**src/rtl/step_sequence_decoder_if.sv**
```systemverilog
// step_sequence_decoder_if: step-value sample stream in, classification pulses and status out
interface step_sequence_decoder_if #(parameter int CNT_W = 8);
  logic [1:0]       iVal;
  logic             iValid;
  logic             iClr;
  logic             oHold;
  logic             oFwd;
  logic             oWrap;
  logic             oBack;
  logic             oRstJmp;
  logic             oIllegal;
  logic             oLocked;
  logic             oErr;
  logic [CNT_W-1:0] oFwdCnt;
  logic [CNT_W-1:0] oBackCnt;
  modport master (
    output iVal, iValid, iClr,
    input  oHold, oFwd, oWrap, oBack, oRstJmp, oIllegal, oLocked, oErr, oFwdCnt, oBackCnt
  );
  modport slave (
    input  iVal, iValid, iClr,
    output oHold, oFwd, oWrap, oBack, oRstJmp, oIllegal, oLocked, oErr, oFwdCnt, oBackCnt
  );
endinterface

```
**src/rtl/step_sequence_decoder.sv**
```systemverilog
// step_sequence_decoder: classifies 4-step sequencer value changes, tracks lock, counts steps
module step_sequence_decoder #(
  parameter int CNT_W    = 8,
  parameter int LOCK_CNT = 2
) (
  input logic iclk,
  input logic irst,
  step_sequence_decoder_if.slave bus
);
  typedef enum logic [1:0] {UNSYNC, ACQ, LOCKED} state_t;
  state_t           state_q, state_d;
  logic [1:0]       prev_q, prev_d;
  logic [3:0]       lock_q, lock_d;
  logic             hold_q, hold_d, fwd_q, fwd_d, wrap_q, wrap_d, back_q, back_d;
  logic             rstjmp_q, rstjmp_d, illegal_q, illegal_d, locked_q, locked_d, err_q, err_d;
  logic [CNT_W-1:0] fwd_cnt_q, fwd_cnt_d, back_cnt_q, back_cnt_d;
  logic             is_hold, is_fwd, is_back, is_rstjmp, is_illegal, cls_en;
  // Classify prev -> new; 0->3 is not a legal backward step for the sequencer
  always_comb begin
    is_hold    = bus.iVal == prev_q;
    is_fwd     = bus.iVal == prev_q + 2'd1;
    is_back    = (bus.iVal == prev_q - 2'd1) && (prev_q != 2'd0);
    is_rstjmp  = (prev_q == 2'd2) && (bus.iVal == 2'd0);
    is_illegal = !(is_hold || is_fwd || is_back || is_rstjmp);
    cls_en     = bus.iValid && (state_q != UNSYNC);
  end
  // Next-state: pulses, lock acquisition, saturating counters, sticky error with clear priority
  always_comb begin
    state_d    = state_q;
    prev_d     = prev_q;
    lock_d     = lock_q;
    err_d      = err_q;
    fwd_cnt_d  = fwd_cnt_q;
    back_cnt_d = back_cnt_q;
    hold_d     = cls_en && is_hold;
    fwd_d      = cls_en && is_fwd;
    wrap_d     = cls_en && is_fwd && (prev_q == 2'd3);
    back_d     = cls_en && is_back;
    rstjmp_d   = cls_en && is_rstjmp;
    illegal_d  = cls_en && is_illegal;
    if (bus.iValid) begin
      prev_d = bus.iVal;
      if (state_q == UNSYNC) begin
        state_d = ACQ;
        lock_d  = '0;
      end else if (is_illegal) begin
        err_d   = err_q || (state_q == LOCKED);
        state_d = ACQ;
        lock_d  = '0;
      end else if (state_q == ACQ) begin
        lock_d  = is_hold ? lock_q : lock_q + 4'd1;
        state_d = (!is_hold && (lock_q + 4'd1 == 4'(LOCK_CNT))) ? LOCKED : ACQ;
      end else begin
        fwd_cnt_d  = (is_fwd && fwd_cnt_q != '1) ? fwd_cnt_q + 1'b1 : fwd_cnt_q;
        back_cnt_d = (is_back && back_cnt_q != '1) ? back_cnt_q + 1'b1 : back_cnt_q;
      end
    end
    if (bus.iClr) begin
      fwd_cnt_d  = '0;
      back_cnt_d = '0;
      err_d      = 1'b0;
    end
    locked_d = state_d == LOCKED;
  end
  // State and registered outputs, asynchronously cleared
  always_ff @(posedge iclk or negedge irst) begin
    if (!irst) begin
      state_q    <= UNSYNC;
      prev_q     <= '0;
      lock_q     <= '0;
      hold_q     <= 1'b0;
      fwd_q      <= 1'b0;
      wrap_q     <= 1'b0;
      back_q     <= 1'b0;
      rstjmp_q   <= 1'b0;
      illegal_q  <= 1'b0;
      locked_q   <= 1'b0;
      err_q      <= 1'b0;
      fwd_cnt_q  <= '0;
      back_cnt_q <= '0;
    end else begin
      state_q    <= state_d;
      prev_q     <= prev_d;
      lock_q     <= lock_d;
      hold_q     <= hold_d;
      fwd_q      <= fwd_d;
      wrap_q     <= wrap_d;
      back_q     <= back_d;
      rstjmp_q   <= rstjmp_d;
      illegal_q  <= illegal_d;
      locked_q   <= locked_d;
      err_q      <= err_d;
      fwd_cnt_q  <= fwd_cnt_d;
      back_cnt_q <= back_cnt_d;
    end
  end
  assign bus.oHold    = hold_q;
  assign bus.oFwd     = fwd_q;
  assign bus.oWrap    = wrap_q;
  assign bus.oBack    = back_q;
  assign bus.oRstJmp  = rstjmp_q;
  assign bus.oIllegal = illegal_q;
  assign bus.oLocked  = locked_q;
  assign bus.oErr     = err_q;
  assign bus.oFwdCnt  = fwd_cnt_q;
  assign bus.oBackCnt = back_cnt_q;
endmodule

```
**src/flat_wrapper.sv**
```systemverilog
// flat-port wrapper written by rule: the top's interface ports become plain ports
module step_sequence_decoder_flat 
#(
  parameter int CNT_W    = 8,
  parameter int LOCK_CNT = 2
)
  (iclk, irst, bus_iVal, bus_iValid, bus_iClr, bus_oHold, bus_oFwd, bus_oWrap, bus_oBack, bus_oRstJmp, bus_oIllegal, bus_oLocked, bus_oErr, bus_oFwdCnt, bus_oBackCnt);
  step_sequence_decoder_if #(.CNT_W(CNT_W)) bus_i ();
  input logic iclk;
  input logic irst;
  input wire logic [$bits(bus_i.iVal)-1:0] bus_iVal;
  input wire logic [$bits(bus_i.iValid)-1:0] bus_iValid;
  input wire logic [$bits(bus_i.iClr)-1:0] bus_iClr;
  output wire logic [$bits(bus_i.oHold)-1:0] bus_oHold;
  output wire logic [$bits(bus_i.oFwd)-1:0] bus_oFwd;
  output wire logic [$bits(bus_i.oWrap)-1:0] bus_oWrap;
  output wire logic [$bits(bus_i.oBack)-1:0] bus_oBack;
  output wire logic [$bits(bus_i.oRstJmp)-1:0] bus_oRstJmp;
  output wire logic [$bits(bus_i.oIllegal)-1:0] bus_oIllegal;
  output wire logic [$bits(bus_i.oLocked)-1:0] bus_oLocked;
  output wire logic [$bits(bus_i.oErr)-1:0] bus_oErr;
  output wire logic [$bits(bus_i.oFwdCnt)-1:0] bus_oFwdCnt;
  output wire logic [$bits(bus_i.oBackCnt)-1:0] bus_oBackCnt;
  assign bus_i.iVal = bus_iVal;
  assign bus_i.iValid = bus_iValid;
  assign bus_i.iClr = bus_iClr;
  assign bus_oHold = bus_i.oHold;
  assign bus_oFwd = bus_i.oFwd;
  assign bus_oWrap = bus_i.oWrap;
  assign bus_oBack = bus_i.oBack;
  assign bus_oRstJmp = bus_i.oRstJmp;
  assign bus_oIllegal = bus_i.oIllegal;
  assign bus_oLocked = bus_i.oLocked;
  assign bus_oErr = bus_i.oErr;
  assign bus_oFwdCnt = bus_i.oFwdCnt;
  assign bus_oBackCnt = bus_i.oBackCnt;
  step_sequence_decoder #(.CNT_W(CNT_W), .LOCK_CNT(LOCK_CNT)) u_core (.iclk(iclk), .irst(irst), .bus(bus_i));
endmodule
```
**config.mk**
```make
export PLATFORM = sky130hd
export DESIGN_NAME = step_sequence_decoder_flat
export DESIGN_NICKNAME = d
export VERILOG_FILES = /design/src/rtl/step_sequence_decoder_if.sv /design/src/rtl/step_sequence_decoder.sv /design/src/flat_wrapper.sv
export SDC_FILE = /design/constraint.sdc
export NUM_CORES = 1
export LEC_CHECK = 0
export BUFFER_PORTS_ARGS = -buffer_cell sky130_fd_sc_hd__buf_2
export CELL_PAD_IN_SITES_DETAIL_PLACEMENT = 0
export CELL_PAD_IN_SITES_GLOBAL_PLACEMENT = 1
export CORE_MARGIN = 1
export CORE_UTILIZATION = 45
export CTS_CLUSTER_SIZE = 14
export DETAILED_ROUTE_END_ITERATION = 8
export HOLD_SLACK_MARGIN = 0.1
export PLACE_DENSITY = 0.89
export SLEW_MARGIN = 20
export SYNTH_ARGS = -nofsm -noshare
export SYNTH_HDL_FRONTEND = slang
export SYNTH_SLANG_ARGS = --single-unit
```
**constraint.sdc**
```tcl
create_clock -name iclk -period 3.3 [get_ports iclk]
set_input_delay 0.33 -clock iclk [delete_from_list [all_inputs] [get_ports iclk]]
set_output_delay 0.33 -clock iclk [all_outputs]
set_load 0.005 [all_outputs]
```
==> flow_summary.yaml, run 1 <==
outcome:
  status: "complete, no violations"
clock_network:
  htreeDepth: 2
  cts_buffers: 5
  cts.clk_slew.worst_paths_ps: 60
  postCtsSetupBuffers: 0
  clk_latency_ps: 280
  clock_sinks: 32
  cts_resized: 0
  cts_buffer_depth: 2
  cts_hold_buf: 0
  root_buffer: "clkbuf_8"
  cts_tree: "yes"
global_routing:
  grt_pass1_vias: 1376
  grt_usage: 0.1992
  grt_pass1_wl_mm: 6.134
  overflow: 0
  antenna_found_initial: 0
  grt_max_degree: 33
timing:
  hold_viol: 0
  fin_hold_ws_ps: 98.30
  skew_ps: 4.899
  slew_headroom: 0.3648
  rsz0062_at_grt: "no"
  setup_violations: 0
  post-route-min-period_ps: 2450
  fmax_mhz: 408.1
  fin_crit_sh: 0.7425
  final_max_slew_viol_count: 0
  worst_pin_slew_ps: 945.6
  setup_slack_ps: 849.6
  fin_tns_setup_ps: 0
setup_path:
  setup.worst_path.start_class: "flip-flop"
  crit_fanout: 8
  setup.worst_path.class: "flip-flop to flip-flop"
  endpoint_kind: "flip-flop"
  arrival_ps: 2660
  crit_required_ps: 3510
place:
  port_buffers: 29
  dp_cells: 244
  dp_slack_ps: 904.8
  gp_congestion: 0.8619
  dp_hpwl_mm: 2.605
  dpl_cell_area_sq_mm: 0.001893
die:
  start_util: 0.4701
  die-area_sq_mm: 0.004106
  fp-row-count: 22
  die_w_microns: 64.08
  die_h_microns: 64.08
  io_pins: 30
  coreArea_sq_mm: 0.003689
finish:
  layout.cells.most_common_list: "32 x dfrtp_1, 29 x buf_2, 22 x nor2_1"
  final_area_sq_mm: 0.001983
  drive_gt1_frac: 0.2157
  final_core_util: 0.5377
  layout_commonest_cell: "dfrtp_1"
  diodes: 0
  fin_cells: 252
  fillers: 341
  syn_to_final_growth_pct: 14.36
  fin_nets: 216
synthesis:
  synth_top_family_by_area: "simple AND/OR/NAND/NOR gates"
  synth_xor_xnor_area_share: 0.08586
  ys_seq_area_frac: 0.4618
  synth.mux.area_fraction: 0.01804
  synth_fa_ha_area_frac: 0.05051
  synth_cell_type_count: 43
  ys_seq_elements: 32
  synth_ff_type: "dfrtp_1"
  yosys.area_share.simple: 0.2316
  yosys_warnings: 0
  synthCells: 175
  synth_nets: 188
  synth-compound-area-share: 0.1104
  async_flop_share: 1.000
  syn_avg_cell_area_sq_um: 9.910
  syn_area_sq_mm: 0.001734
  synth_edf_count: 0
power_and_ir_drop:
  p_total_uw: 983.5
  powerDensity_mw_per_mm2: 495.9
  max-vdd-ir-drop_mv: 0.3267
  p_leak_nw: 0.9070
routing:
  num_vias: 1397
  drt_iter0_markers: 49
  viasPerCell: 5.544
  drt_pass1_iterations: 4
  drc: 0
  wl_mm: 3.544
  final_antenna_net_count: 0
  avgRoutedWirePerCell_microns: 14.06
job:
  cap_violations: 0
worst_hold_path:
  hp-class: "input port to async pin"
per-layer routing:
layer  global-route usage  share of wire
met5                    0              0
met2               0.3444           0.51
met1               0.2276           0.43
met4               0.1108          0.019
met3              0.04107          0.045
cell type report:
cell class	instances	area (sq um)	share of cell area
flip-flops and latches	32	800.8	0.4038
repair buffers	29	145.1	0.07319
inverters	7	26.28	0.01325
well taps	48	60.06	0.03028
clock buffers	8	90.09	0.04543
multi-input cells	128	860.8	0.4341
sequential cells by signal (all words and copies together), names as in the netlist:
| signal | flops |
|---|---|
| u_core.bus.oBack | 1 |
| u_core.bus.oBackCnt | 8 |
| u_core.bus.oErr | 1 |
| u_core.bus.oFwd | 1 |
| u_core.bus.oFwdCnt | 8 |
| u_core.bus.oHold | 1 |
| u_core.bus.oIllegal | 1 |
| u_core.bus.oLocked | 1 |
| u_core.bus.oRstJmp | 1 |
| u_core.bus.oWrap | 1 |
| u_core.lock_q | 4 |
| u_core.prev_q | 2 |
| u_core.state_q | 2 |
cells by family (layout without fill, tap and decap cells):
logic type / after synthesis / count (layout)
and+or+nand+nor: 76 / 76
DFF: 32 / 32
AOI/OAI and AO/OA: 25 / 25
xor gates and xnor gates: 17 / 17
buffers and inverters: 15 / 44
adders and majority gates: 7 / 7
muxes: 3 / 3
path summary, 6_finish.rpt:
path | from | endpoint | slack [ps] | depth (start not counted)
worst max register to register | u_core.prev_q[0] | u_core.bus.oErr | 850 | 7
worst max-delay path | u_core.prev_q[0] | u_core.bus.oErr | 850 | 7
worst min register to register | u_core.bus.oErr | u_core.bus.oErr | 510 | 2
max in group asynchronous | irst | u_core.bus.oBackCnt[6] | 2740 | 1
min in group iclk | bus_iVal[0] | u_core.bus.oRstJmp | 350 | 2
worst min-delay path | irst | u_core.bus.oFwdCnt[0] | 100 | 1
synthesized netlist by cell type, drive strengths merged, types with 2 or more instances:
cell type / n / area share
dfrtp: 32 / 0.46
nor2: 22 / 0.048
xnor2: 13 / 0.066
nand2: 12 / 0.026
nor3: 11 / 0.038
ha: 7 / 0.051
inv: 7 / 0.015
o21ai: 7 / 0.022
nor4: 6 / 0.022
buf: 5 / 0.020
nand3: 5 / 0.014
a21oi: 4 / 0.012
nand4: 4 / 0.014
or3: 4 / 0.014
xor2: 4 / 0.020
and2: 3 / 0.011
clkbuf: 3 / 0.0065
nor4b: 3 / 0.022
a221o: 2 / 0.012
a31oi: 2 / 0.0072
mux2i: 2 / 0.012
nor2b: 2 / 0.0072
o2111ai: 2 / 0.014
power by group:
part	internal, mW	switching, mW
Sequential	0.429	0.0481
Combinational	0.0834	0.123
Clock	0.170	0.130
Total	0.683	0.301
worst max-delay path, cell delays in order, from the launching register on:
cell       delay (ps)
dfrtp_1           490
inv_1             140
ha_1              260
nor4b_2           260
a311oi_1          140
a2111oi_0         800
a31oi_1           170
nor2_1            120
No activity file was read; power rests on OpenSTA's default activity.
==> run 2, diff against run 1 <==
Settings changed: CORE_UTILIZATION 45 to 38, PLACE_DENSITY 0.89 to 0.8.
Clock period 3.3 ns to 2 ns, I/O delays scaled along.
==> run 2 against run 1 <==
- design area up 12%
- global-route usage down 4.4 points
- fmax up 27%
- critical path type unchanged
==> flow_summary.yaml, run 2 (synthesized netlist as in run 1, its figures left out) <==
outcome:
  status: "complete, no violations"
timing:
  fmax_mhz: 518.9
  setup_violations: 0
  worst_pin_slew_ps: 711.4
  setup_slack_ps: 72.96
  fin_hold_ws_ps: 242.2
  hold_viol: 0
  skew_ps: 4.835
  slew_headroom: 0.5257
  post-route-min-period_ps: 1927
  final_max_slew_viol_count: 0
  fin_crit_sh: 0.9635
  rsz0062_at_grt: "yes"
routing:
  viasPerCell: 5.233
  drt_iter0_markers: 67
  drc: 0
  wl_mm: 3.507
  avgRoutedWirePerCell_microns: 13.18
  drt_pass1_iterations: 4
  final_antenna_net_count: 0
  num_vias: 1392
setup_path:
  crit_family: "compound AO/OA/AOI/OAI gates"
  rrSetupSlack_ps: 70
  setup.worst_path.start_class: "flip-flop"
  crit_buf_inv: 2
  slowest_delay_ps: 360
  crit_required_ps: 2160
  rr_worst_depth: 8
  crit_fanout: 8
  setup.worst_path.class: "flip-flop to flip-flop"
  worstReg2RegEnd: "u_core.lock_q[3]"
  cp_slowest_cell: "dfrtp_1"
  arrival_ps: 2090
  r2r-start: "u_core.prev_q[0]"
  endpoint_kind: "flip-flop"
  path_cells: "inv_2 > ha_2 > nor4b_4 > a311oi_2 > a211oi_4 > buf_6 > o21ai_2 > a221o_1"
global_routing:
  antenna_found_initial: 0
  grt_usage: 0.1555
  grt_pass1_vias: 1287
  grt_max_degree: 33
  overflow: 0
  grt_pass1_wl_mm: 5.947
worst_hold_path:
  min-delay-start: "bus_iVal[1]"
  hp-class: "input port to flip-flop"
  holdPathEnd: "u_core.bus.oRstJmp"
  hold_depth: 2
die:
  start_util: 0.3955
  fp-row-count: 24
  coreArea_sq_mm: 0.004384
  die_h_microns: 69.56
  io_pins: 30
  die_w_microns: 69.56
  die-area_sq_mm: 0.004838
clock_network:
  clock_sinks: 32
  cts_tree: "yes"
  htreeDepth: 2
  cts_buffer_depth: 2
  postCtsSetupBuffers: 0
  clk_latency_ps: 280
  cts.clk_slew.worst_paths_ps: 70
  cts_buffers: 5
  root_buffer: "clkbuf_8"
place:
  port_buffers: 29
  dp_slack_ps: 44.87
  gp_congestion: 0.8041
  dp_hpwl_mm: 2.501
  dpl_cell_area_sq_mm: 0.002041
finish:
  final_area_sq_mm: 0.002213
  drive_gt1_frac: 0.3131
  syn_to_final_growth_pct: 27.63
  layout.cells.most_common_list: "32 x dfrtp_1, 29 x buf_2, 22 x nor2_1"
  layout_commonest_cell: "dfrtp_1"
  fin_nets: 226
  diodes: 0
  final_core_util: 0.5049
power_and_ir_drop:
  max-vdd-ir-drop_mv: 0.4109
  p_total_mw: 1.827
  p_leak_nw: 0.9936
  powerDensity_mw_per_mm2: 825.4
job:
  cap_violations: 0
[run 2: metal layers]
metal	wire (microns)	share of wire	GRT usage
met5	0	0	0
met2	1675	0.48	0.2535
met1	1661	0.47	0.1987
met3	148	0.042	0.04651
met4	21	0.0060	0.04762
[run 2: timing repair]
| item | 4_1_cts | 5_1_grt |
|---|---|---|
| hold buffers | 1 | 0 |
| endpoints found under the hold margin | 32 | 0 |
| resized for setup | 0 | 10 |
| setup endpoints to repair | 0 | 19 |
[run 2: power breakdown]
group	total, mW	leakage, nW	switching (mW)	internal (mW)
Sequential	0.761	0.433	0.0528	0.708
Combinational	0.463	0.505	0.260	0.203
Clock	0.603	0.0552	0.234	0.369
Total	1.83	0.994	0.547	1.28
[run 2: worst max path at each step]
stage                           from                endpoint  slack, ps  depth (start not counted)
CTS                 u_core.prev_q[0]        u_core.lock_q[3]         20                          8
global route        u_core.prev_q[1]  u_core.bus.oBackCnt[2]         -9                          8
finish              u_core.prev_q[0]        u_core.lock_q[3]         70                          8
detailed placement  u_core.prev_q[0]        u_core.lock_q[3]         40                          8
floorplan           u_core.prev_q[0]        u_core.lock_q[3]         10                          8
global placement    u_core.prev_q[0]        u_core.lock_q[3]         80                          8
[run 2: layout make-up]
cell class | count | area (sq um)
inverter | 7 | 26.28
multi-input combinational | 128 | 983.4
clock buffer | 6 | 72.57
sequential | 32 | 800.8
tap | 52 | 65.06
clock inverter | 2 | 35.03
timing repair buffer | 39 | 230.2
fill | 426 | 2171
[run 2: per-stage QoR]
| stage | setup TNS, ps | cells |
|---|---|---|
| floorplan | 0 | 175 |
| global placement | 0 | 257 |
| detailed placement | 0 | 257 |
| CTS | 0 | 266 |
| global route | -15.59 | 266 |
| finish | 0 | 266 |
